$ cat src/rtl/controle_rolagem_pkg.sv
// Shared cell command codes and controller states for the display scroll register.
package pkg_rolagem;

    localparam logic [1:0] SEL_CARGA     = 2'b00;
    localparam logic [1:0] SEL_POSTERIOR = 2'b01;
    localparam logic [1:0] SEL_ANTERIOR  = 2'b10;
    localparam logic [1:0] SEL_MANTEM    = 2'b11;

    typedef enum logic {
        OCIOSO = 1'b0,
        CONTA  = 1'b1
    } estado_t;

endpackage

$ cat src/rtl/controle_rolagem_if.sv
// Pattern-source / column-driver bus of the scroll controller.
// Optional step counter signals exist only when CONTADOR_PASSOS_EN is defined.
interface controle_rolagem_if #(
    parameter int LARGURA = 8
);
    logic               carregar;
    logic [LARGURA-1:0] entrada_paralela;
    logic               rolar;
    logic               direcao;
    logic               rotacao;
    logic [1:0]         sel;
    logic [LARGURA-1:0] saida;
    logic               passo;
    logic               ocupado;
`ifdef CONTADOR_PASSOS_EN
    logic [$clog2(LARGURA)-1:0] num_passos;
    logic                       volta_completa;

    modport master (
        output carregar, entrada_paralela, rolar, direcao, rotacao,
        input  sel, saida, passo, ocupado, num_passos, volta_completa
    );
    modport slave (
        input  carregar, entrada_paralela, rolar, direcao, rotacao,
        output sel, saida, passo, ocupado, num_passos, volta_completa
    );
`else
    modport master (
        output carregar, entrada_paralela, rolar, direcao, rotacao,
        input  sel, saida, passo, ocupado
    );
    modport slave (
        input  carregar, entrada_paralela, rolar, direcao, rotacao,
        output sel, saida, passo, ocupado
    );
`endif
endinterface

$ cat src/rtl/controle_rolagem_celula_deslocamento.sv
// One bit of the universal shift register: a flop behind a 4:1 select on the command code.
module celula_deslocamento
    import pkg_rolagem::*;
(
    input  logic       clk,
    input  logic       reset,
    input  logic [1:0] sel,
    input  logic       carga,
    input  logic       posterior,
    input  logic       anterior,
    output logic       q
);

    // NOTE: sequential state is written with <= so every cell samples its
    // neighbours' pre-edge values; blocking here would ripple a shift through.
    always_ff @(posedge clk) begin
        if (reset) begin
            q <= 1'b0;
        end else begin
            unique case (sel)
                SEL_CARGA:     q <= carga;
                SEL_POSTERIOR: q <= posterior;
                SEL_ANTERIOR:  q <= anterior;
                default:       q <= q;
            endcase
        end
    end

endmodule

$ cat src/rtl/controle_rolagem.sv
// Sequenced scroll controller: issues cell commands to a LARGURA-bit register and
// scrolls it every DIV_PASSO cycles. Optional feature macro: CONTADOR_PASSOS_EN.
module controle_rolagem
    import pkg_rolagem::*;
#(
    parameter int LARGURA   = 8,
    parameter int DIV_PASSO = 4
) (
    input  logic              clk,
    input  logic              reset,
    controle_rolagem_if.slave barramento
);

    localparam int LC = (DIV_PASSO > 1) ? $clog2(DIV_PASSO) : 1;
    localparam logic [LC-1:0] ULTIMO = LC'(DIV_PASSO - 1);

    estado_t            estado, estado_prox;
    logic [LC-1:0]      cont, cont_prox;
    logic [1:0]         cmd;
    logic [1:0]         sel_q;
    logic               passo_prox, passo_q;
    logic [LARGURA-1:0] q;
    logic [LARGURA-1:0] viz_posterior, viz_anterior;
    logic               fim_msb, fim_lsb;

    // End cells see either the opposite end (rotate) or a constant zero.
    assign fim_msb       = barramento.rotacao ? q[0]         : 1'b0;
    assign fim_lsb       = barramento.rotacao ? q[LARGURA-1] : 1'b0;
    assign viz_posterior = {fim_msb, q[LARGURA-1:1]};
    assign viz_anterior  = {q[LARGURA-2:0], fim_lsb};

    // NOTE: every always_comb output gets a default first, so no path can
    // leave one unassigned and infer a latch.
    always_comb begin
        estado_prox = estado;
        cont_prox   = cont;
        cmd         = SEL_MANTEM;
        passo_prox  = 1'b0;
        if (barramento.carregar) begin
            cmd         = SEL_CARGA;
            cont_prox   = '0;
            estado_prox = barramento.rolar ? CONTA : OCIOSO;
        end else begin
            unique case (estado)
                OCIOSO: begin
                    cont_prox = '0;
                    if (barramento.rolar) estado_prox = CONTA;
                end
                CONTA: begin
                    if (!barramento.rolar) begin
                        estado_prox = OCIOSO;
                        cont_prox   = '0;
                    end else if (cont == ULTIMO) begin
                        cmd        = barramento.direcao ? SEL_ANTERIOR : SEL_POSTERIOR;
                        passo_prox = 1'b1;
                        cont_prox  = '0;
                    end else begin
                        cont_prox = cont + 1'b1;
                    end
                end
                default: estado_prox = OCIOSO;
            endcase
        end
    end

    always_ff @(posedge clk) begin
        if (reset) begin
            estado  <= OCIOSO;
            cont    <= '0;
            sel_q   <= SEL_MANTEM;
            passo_q <= 1'b0;
        end else begin
            estado  <= estado_prox;
            cont    <= cont_prox;
            sel_q   <= cmd;
            passo_q <= passo_prox;
        end
    end

    for (genvar i = 0; i < LARGURA; i++) begin : g_celula
        celula_deslocamento u_celula (
            .clk       (clk),
            .reset     (reset),
            .sel       (cmd),
            .carga     (barramento.entrada_paralela[i]),
            .posterior (viz_posterior[i]),
            .anterior  (viz_anterior[i]),
            .q         (q[i])
        );
    end

    assign barramento.saida   = q;
    assign barramento.sel     = sel_q;
    assign barramento.passo   = passo_q;
    assign barramento.ocupado = (estado == CONTA);

`ifdef CONTADOR_PASSOS_EN
    localparam int LN = $clog2(LARGURA);
    localparam logic [LN-1:0] ULTIMO_PASSO = LN'(LARGURA - 1);

    logic [LN-1:0] num_q;
    logic          volta_q;

    // The wrap pulse is registered with the shift so it lines up with passo.
    always_ff @(posedge clk) begin
        if (reset || barramento.carregar) begin
            num_q   <= '0;
            volta_q <= 1'b0;
        end else if (passo_prox) begin
            if (num_q == ULTIMO_PASSO) begin
                num_q   <= '0;
                volta_q <= 1'b1;
            end else begin
                num_q   <= num_q + 1'b1;
                volta_q <= 1'b0;
            end
        end else begin
            volta_q <= 1'b0;
        end
    end

    assign barramento.num_passos     = num_q;
    assign barramento.volta_completa = volta_q;
`endif

endmodule

$ cat src/flat_wrapper.sv
// flat-port wrapper written by rule: the top's interface ports become plain ports
module controle_rolagem_flat import pkg_rolagem::*;
#(
    parameter int LARGURA   = 8,
    parameter int DIV_PASSO = 4
)
  (clk, reset, barramento_carregar, barramento_entrada_paralela, barramento_rolar, barramento_direcao, barramento_rotacao, barramento_sel, barramento_saida, barramento_passo, barramento_ocupado);
  controle_rolagem_if #(.LARGURA(LARGURA)) barramento_i ();
  input  logic clk;
  input  logic reset;
  input wire logic [$bits(barramento_i.carregar)-1:0] barramento_carregar;
  input wire logic [$bits(barramento_i.entrada_paralela)-1:0] barramento_entrada_paralela;
  input wire logic [$bits(barramento_i.rolar)-1:0] barramento_rolar;
  input wire logic [$bits(barramento_i.direcao)-1:0] barramento_direcao;
  input wire logic [$bits(barramento_i.rotacao)-1:0] barramento_rotacao;
  output wire logic [$bits(barramento_i.sel)-1:0] barramento_sel;
  output wire logic [$bits(barramento_i.saida)-1:0] barramento_saida;
  output wire logic [$bits(barramento_i.passo)-1:0] barramento_passo;
  output wire logic [$bits(barramento_i.ocupado)-1:0] barramento_ocupado;
  assign barramento_i.carregar = barramento_carregar;
  assign barramento_i.entrada_paralela = barramento_entrada_paralela;
  assign barramento_i.rolar = barramento_rolar;
  assign barramento_i.direcao = barramento_direcao;
  assign barramento_i.rotacao = barramento_rotacao;
  assign barramento_sel = barramento_i.sel;
  assign barramento_saida = barramento_i.saida;
  assign barramento_passo = barramento_i.passo;
  assign barramento_ocupado = barramento_i.ocupado;
  controle_rolagem #(.LARGURA(LARGURA), .DIV_PASSO(DIV_PASSO)) u_core (.clk(clk), .reset(reset), .barramento(barramento_i));
endmodule
$ cat config.mk
export PLATFORM = sky130hd
export DESIGN_NAME = controle_rolagem_flat
export DESIGN_NICKNAME = d
export VERILOG_FILES = /design/src/rtl/controle_rolagem_pkg.sv /design/src/rtl/controle_rolagem_if.sv /design/src/rtl/controle_rolagem_celula_deslocamento.sv /design/src/rtl/controle_rolagem.sv /design/src/flat_wrapper.sv
export SDC_FILE = /design/constraint.sdc
export NUM_CORES = 1
export LEC_CHECK = 0
export CORE_MARGIN = 8
export CORE_UTILIZATION = 50
export CTS_BUF_LIST = sky130_fd_sc_hd__clkbuf_4 sky130_fd_sc_hd__clkbuf_8
export CTS_CLUSTER_SIZE = 25
export DETAILED_ROUTE_END_ITERATION = 8
export GPL_ROUTABILITY_DRIVEN = 0
export PLACE_DENSITY = 0.85
export SETUP_SLACK_MARGIN = 0.05
export SLEW_MARGIN = 20
export SYNTH_ARGS = -nofsm -noshare
export SYNTH_HDL_FRONTEND = slang
export SYNTH_HIERARCHICAL = 1
export SYNTH_SLANG_ARGS = --single-unit
$ cat constraint.sdc
create_clock -name clk -period 2.7 [get_ports clk]
set_input_delay 0.54 -clock clk [delete_from_list [all_inputs] [get_ports clk]]
set_output_delay 0.54 -clock clk [all_outputs]
set_load 0.005 [all_outputs]
==> results of run 1 <==
-- cell type report --
| cell class | instances | area (µm²) | share of cell area |
|---|---|---|---|
| tap | 27 | 33.8 | 0.0249 |
| clock buffer | 4 | 36.3 | 0.0268 |
| multi-input combinational | 78 | 643 | 0.474 |
| timing repair buffer | 27 | 265 | 0.196 |
| sequential | 14 | 280 | 0.207 |
| inverter | 26 | 97.6 | 0.0720 |
-- stage by stage --
step	hold slack, ns	util	cell area (µm²)
after floorplan	0.407	-	1020
after global placement	0.417	0.680	1320
after detailed placement	0.433	0.680	1320
after CTS	0.449	0.698	1360
after global routing	0.473	0.698	1360
final	0.444	0.698	1360
-- flip-flops by register name (all words and copies together), names as in the netlist --
name and count:
u_core/barramento.passo 1, u_core/g_celula.u_celula/q 8, u_core/barramento.ocupado 1, u_core/barramento.sel 2
u_core/cont 2
-- cell families (layout without fill, tap and decap cells) --
kind of cell | Yosys count | count (layout)
AOI/OAI and AO/OA | 26 | 26
buffers and inverters | 26 | 57
adders and majority gates | 25 | 25
DFF | 14 | 14
and+or+nand+nor | 27 | 27
-- power by group --
part	internal (W)	switching, W	leakage, nW	total (W)
clock	0.0000820	0.0000765	0.0210	0.000159
combinational	0.0000783	0.0000612	0.509	0.000139
sequential	0.000221	0.0000147	0.116	0.000236
-- layer usage --
layer  vias up  share of wire
li1        463              -
met1       416           0.46
met2        19           0.50
met3         4          0.029
met4         0          0.015
met5         -              0
-- worst max-delay path by stage --
stage | from | to | slack (ns) | cells after the start
after floorplan | u_core/cont[0] | u_core/g_celula[2].u_celula/q | 0.27 | 7
after global placement | barramento_direcao | u_core/g_celula[1].u_celula/q | 0.35 | 8
after detailed placement | barramento_rolar | u_core/g_celula[5].u_celula/q | 0.27 | 8
after CTS | barramento_rolar | u_core/g_celula[5].u_celula/q | 0.56 | 8
after global routing | barramento_rolar | u_core/g_celula[5].u_celula/q | 0.42 | 8
final | barramento_rolar | u_core/g_celula[0].u_celula/q | 0.54 | 8
-- placed cells by master, fill, tap and decap left out, drive strengths merged --
master	synthesis	routed
inv	26	26
clkdlybuf4s50	0	25
ha	25	25
dfxtp	14	14
nor2	9	9
nand2	9	9
a211oi	8	8
a221o	8	8
a21oi	8	8
clkbuf	0	4
and2	2	2
nand2b	2	2
nor4	2	2
buf	0	2
a41oi	1	1
and4b	1	1
or2	1	1
o21bai	1	1
nor3	1	1
==> impl_metrics.toml, run 1 <==
[outcome]
status = "finished, final reports clean"

[clocking]
postCtsHoldBufs = 0
numCtsBuffers = 3
clock-root-buffer = "clkbuf_4"
cts_sinks = 14
clk_pin_slew_ns = 0.10
cts_max_path_buffers = 2
postCtsSetupRepairBufs = 0
cts_tree = "yes"
cts_resized = 0
worstSkewPairLatency_ns = 0.28
h-tree-depth = 1

[critical_path]
cp_max_fo = 24
r2r-end = "u_core/g_celula[0].u_celula/q"
crit_top_cell = "nor2_1"
reg2reg_depth = 8
critPathMaxStageDelay_ns = 0.48
crit_path_start_kind = "primary input"
crit_slowest_cell = "clkdlybuf4s50_1"
r2r_slack_ns = 0.68
cp_data_required_time_ns = 2.92
critPathArrivalTime_ns = 2.38
critPathKind = "primary input to flop"
worstPathCellList = "clkdlybuf4s50_1 > and4b_1 > nor2_1 > buf_4 > ha_1 > nor2_1 > a221o_1 > a21oi_1"
crit_family = "buffers and inverters"
path_buf_inv = 2
crit_path_end_kind = "flop"
reg2reg_from = "u_core/cont[0]"

[synthesis]
ys_seq_area_frac = 0.275
yosys-top-cells-area = "ha_1, dfxtp_1, inv_1"
synth_xor_area_frac = 0
synth_flop_cell = "dfxtp_1"
synth_top_family_by_area = "adder cells"
synth_most_common_cell = "inv_1"
synth_edf_count = 0
synth_area_per_cell_um2 = 8.65
ys_ff_latch = 14
syn_inst = 118
syn_nets = 157
synth_common_cells = "inv_1, ha_1, dfxtp_1"
synth_top_area_frac = 0.306
syn_area_um2 = 1020
synth_compound_area_frac = 0.200
ys_types = 16
synthArstFlopShare = 0
synth_mux_area_frac = 0
synth_top_area_cell = "ha_1"
synth_fa_ha_area_frac = 0.306
synth_simple_gate_area_share = 0.124
yosysWarningCount = 6

[timing]
min_period_ns = 2.16
fmax_ghz = 0.462
finalCritPeriodShare = 0.802
setup_viol = 0
worstMarginPinSlew_ns = 0.458
relSlewSlack = 0.693
setup_ws_ns = 0.535
drv_slew = 0
hold_viol = 0
fin_skew_ns = 0.00327
setup_tns_ns = 0
rsz0062_at_grt = "false"

[routing]
drc = 0
ant_nets = 0
drt-total-wl_mm = 2.29
vias = 902
drt_iter0_markers = 25
viasPerCell = 5.13
first_pass_iters = 4
post_drt_wl_per_cell_um = 13.0

[grt]
use_met2 = 0.216
antenna_found_initial = 0
use_met3 = 0.0104
grt_pass1_vias = 899
gr-usage-met1 = 0.146
busiest_layer = "met2"
grt_util_all_layers = 0.127
grt_max_degree = 26
grt-ovfl-total = 0
grt_first_pass_wirelength_mm = 3.67

[power]
p_per_area_nw_per_um2 = 394
p_leak_nw = 0.646
ir_drop_mv = 0.220
finalPower_w = 0.000534

[layout]
antenna_cells = 0
fill_cells = 161
stdcell_count = 176
drive_gt1_frac = 0.0470
fin_nets = 189
area_growth_pct = 32.8

[floorplanning]
die-width_um = 61.2
std_cell_rows = 16
num_io_pins = 26
core_area_um2 = 1940
initial_core_util = 0.526
die-area_um2 = 3740
die_h_um = 61.2

[hold_path]
min_path_type = "flop to flop"
hold_start = "u_core/cont[0]"
min_to = "u_core/cont[0]"
hold_depth = 1

[placement]
dp_hpwl_mm = 1.76
placedCellCount = 172
io_buffer_count = 25
pre_cts_slack_ns = 0.266

[run]
maxCapViolCount = 0
Power figures use the tool's default switching activity.
==> run 2: changes to the inputs <==
--- a/config.mk
+++ b/config.mk
@@ -6,12 +6,12 @@
 export NUM_CORES = 1
 export LEC_CHECK = 0
 export CORE_MARGIN = 8
-export CORE_UTILIZATION = 50
+export CORE_UTILIZATION = 45
 export CTS_BUF_LIST = sky130_fd_sc_hd__clkbuf_4 sky130_fd_sc_hd__clkbuf_8
 export CTS_CLUSTER_SIZE = 25
 export DETAILED_ROUTE_END_ITERATION = 8
 export GPL_ROUTABILITY_DRIVEN = 0
-export PLACE_DENSITY = 0.85
+export PLACE_DENSITY = 0.81
 export SETUP_SLACK_MARGIN = 0.05
 export SLEW_MARGIN = 20
 export SYNTH_ARGS = -nofsm -noshare
==> constraint.sdc (replaced) <==
create_clock -name clk -period 1.8 [get_ports clk]
set_input_delay 0.36 -clock clk [delete_from_list [all_inputs] [get_ports clk]]
set_output_delay 0.36 -clock clk [all_outputs]
set_load 0.005 [all_outputs]
==> run 2 against run 1 <==
  * The run now ends with negative setup slack left
  * Global-route usage grew 1.3 points
  * Combinational power increased to 2.6 times the previous value
  * Sequential power grew 52%
  * Core utilization is 15 points higher
  * Final area rose by 36%
  * Critical endpoint is now u_core/g_celula[5].u_celula/q
  * Largest cell class unchanged
==> impl_metrics.toml, run 2 (synthesis results as in run 1) <==
[critical_path]
critPathKind = "flop to flop"
crit_path_start_kind = "flop"
cp_data_required_time_ns = 1.98
critPathArrivalTime_ns = 2.17
crit_path_end_kind = "flop"
cp_max_fo = 6

[routing]
drt-total-wl_mm = 4.02
drc = 0
wl_met1_mm = 1.61
viasPerCell = 5.62
wl_met3_um = 220
drt_iter0_markers = 49
vias = 1091
highest_layer = "met4"
first_pass_iters = 4
post_drt_wl_per_cell_um = 20.7
ant_nets = 0
dr_wl_met2_mm = 2.04

[floorplanning]
die-area_um2 = 4050
initial_core_util = 0.471
core_area_um2 = 2170
die-width_um = 63.6
die_h_um = 63.6
num_io_pins = 26
std_cell_rows = 17

[layout]
post-route-util = 0.851
layout_commonest_cell = "inv_1"
fin_nets = 207
stdcell_count = 194
area_growth_pct = 80.9
largest_reg_flops = 8
antenna_cells = 0
drive_gt1_frac = 0.325
final_area_um2 = 1850
final_cell_mix = "inv_1, clkdlybuf4s50_1, ha_4"
top_register = "u_core/g_celula.u_celula/q"

[clocking]
cts_max_path_buffers = 2
numCtsBuffers = 3
clock-root-buffer = "clkbuf_4"
postCtsHoldBufs = 0
h-tree-depth = 1
clk_pin_slew_ns = 0.09
worstSkewPairLatency_ns = 0.29
cts_tree = "yes"
cts_sinks = 14

[power]
ir_drop_mv = 0.377
power.switching_w = 0.000297
switching_share = 0.328
power_frac_comb = 0.395
p_leak_nw = 0.775
p_per_area_nw_per_um2 = 490
p_int_w = 0.000608
pwr-share-clk = 0.208
seqPwrFrac = 0.397

[grt]
grt_max_degree = 24
grt_first_pass_wirelength_mm = 4.72
grt_util_all_layers = 0.140
grt-ovfl-total = 0
antenna_found_initial = 0
grt_pass1_vias = 1011

[placement]
placed_area_um2 = 1440
io_buffer_count = 25
pre_cts_slack_ns = -0.399
dp_hpwl_mm = 1.84
placedCellCount = 180

[timing]
finalCritPeriodShare = 1.11
worstMarginPinSlew_ns = 0.331
whs_ns = 0.508
hold_viol = 0
setup_viol = 8
min_period_ns = 1.99
relSlewSlack = 0.778
rsz0062_at_grt = "true"
setup_ws_ns = -0.193
fmax_ghz = 0.502
fin_skew_ns = 0.00373
drv_slew = 0

[outcome]
status = "complete, but fails checks"
violations = "negative setup slack"

[run]
maxCapViolCount = 0

[hold_path]
min_path_type = "flop to flop"
## run 2: final timing paths
kind	startpoint	endpoint	slack, ns	depth (start not counted)
max	u_core/cont[0]	u_core/g_celula[5].u_celula/q	-0.19	7
min	u_core/g_celula[7].u_celula/q	u_core/g_celula[6].u_celula/q	0.51	2
max reg2reg	u_core/cont[0]	u_core/g_celula[5].u_celula/q	-0.19	7
min reg2reg	u_core/g_celula[7].u_celula/q	u_core/g_celula[6].u_celula/q	0.51	2
## run 2: through the flow
stage,power (W),setup TNS [ns]
after floorplan,0.000467,-0.471
after global placement,0.000585,-2.61
after detailed placement,0.000598,-3.00
after CTS,0.000802,-0.0381
after global routing,0.000941,-1.30
final,0.000905,-1.10
## run 2: per-layer routing
metal  global-route usage  vias to the layer above
li1                     -                      505
met1                0.158                      515
met2                0.247                       58
met3               0.0230                       13
met4               0.0696                        0
met5                    0                        -
## run 2: power by group through the flow
stage                     Clock [W]  Combinational [W]  Sequential [W]
final                      0.000188           0.000357        0.000359
after global routing       0.000206           0.000375        0.000361
after CTS                  0.000184           0.000262        0.000356
after detailed placement          0           0.000236        0.000362
after global placement            0           0.000224        0.000362
after floorplan                   0           0.000108        0.000358
## run 2: repair_timing
| item | 4_1_cts | 5_1_grt |
|---|---|---|
| setup buffers | 3 | 4 |
| cloned | 2 | 2 |
| endpoints found under the setup margin | 8 | 8 |
| gates resized for setup | 12 | 30 |
| pin swaps | 1 | 10 |
## run 2: cell type report
| class | instances | area, µm² |
|---|---|---|
| fillers | 116 | 323 |
| multi-input cells | 78 | 905 |
| well taps | 28 | 35.0 |
| inverters | 26 | 97.6 |
| flip-flops and latches | 14 | 283 |
| repair buffers | 45 | 504 |
| clock buffers | 3 | 22.5 |
## run 2: worst max-delay path, cell delays in order (launching register included)
cell and delay, ns:
dfxtp_2 0.34, ha_4 0.17, and4b_2 0.25, nor2_4 0.23, clkbuf_16 0.22, ha_4 0.21, a211oi_1 0.32, a21oi_1 0.12
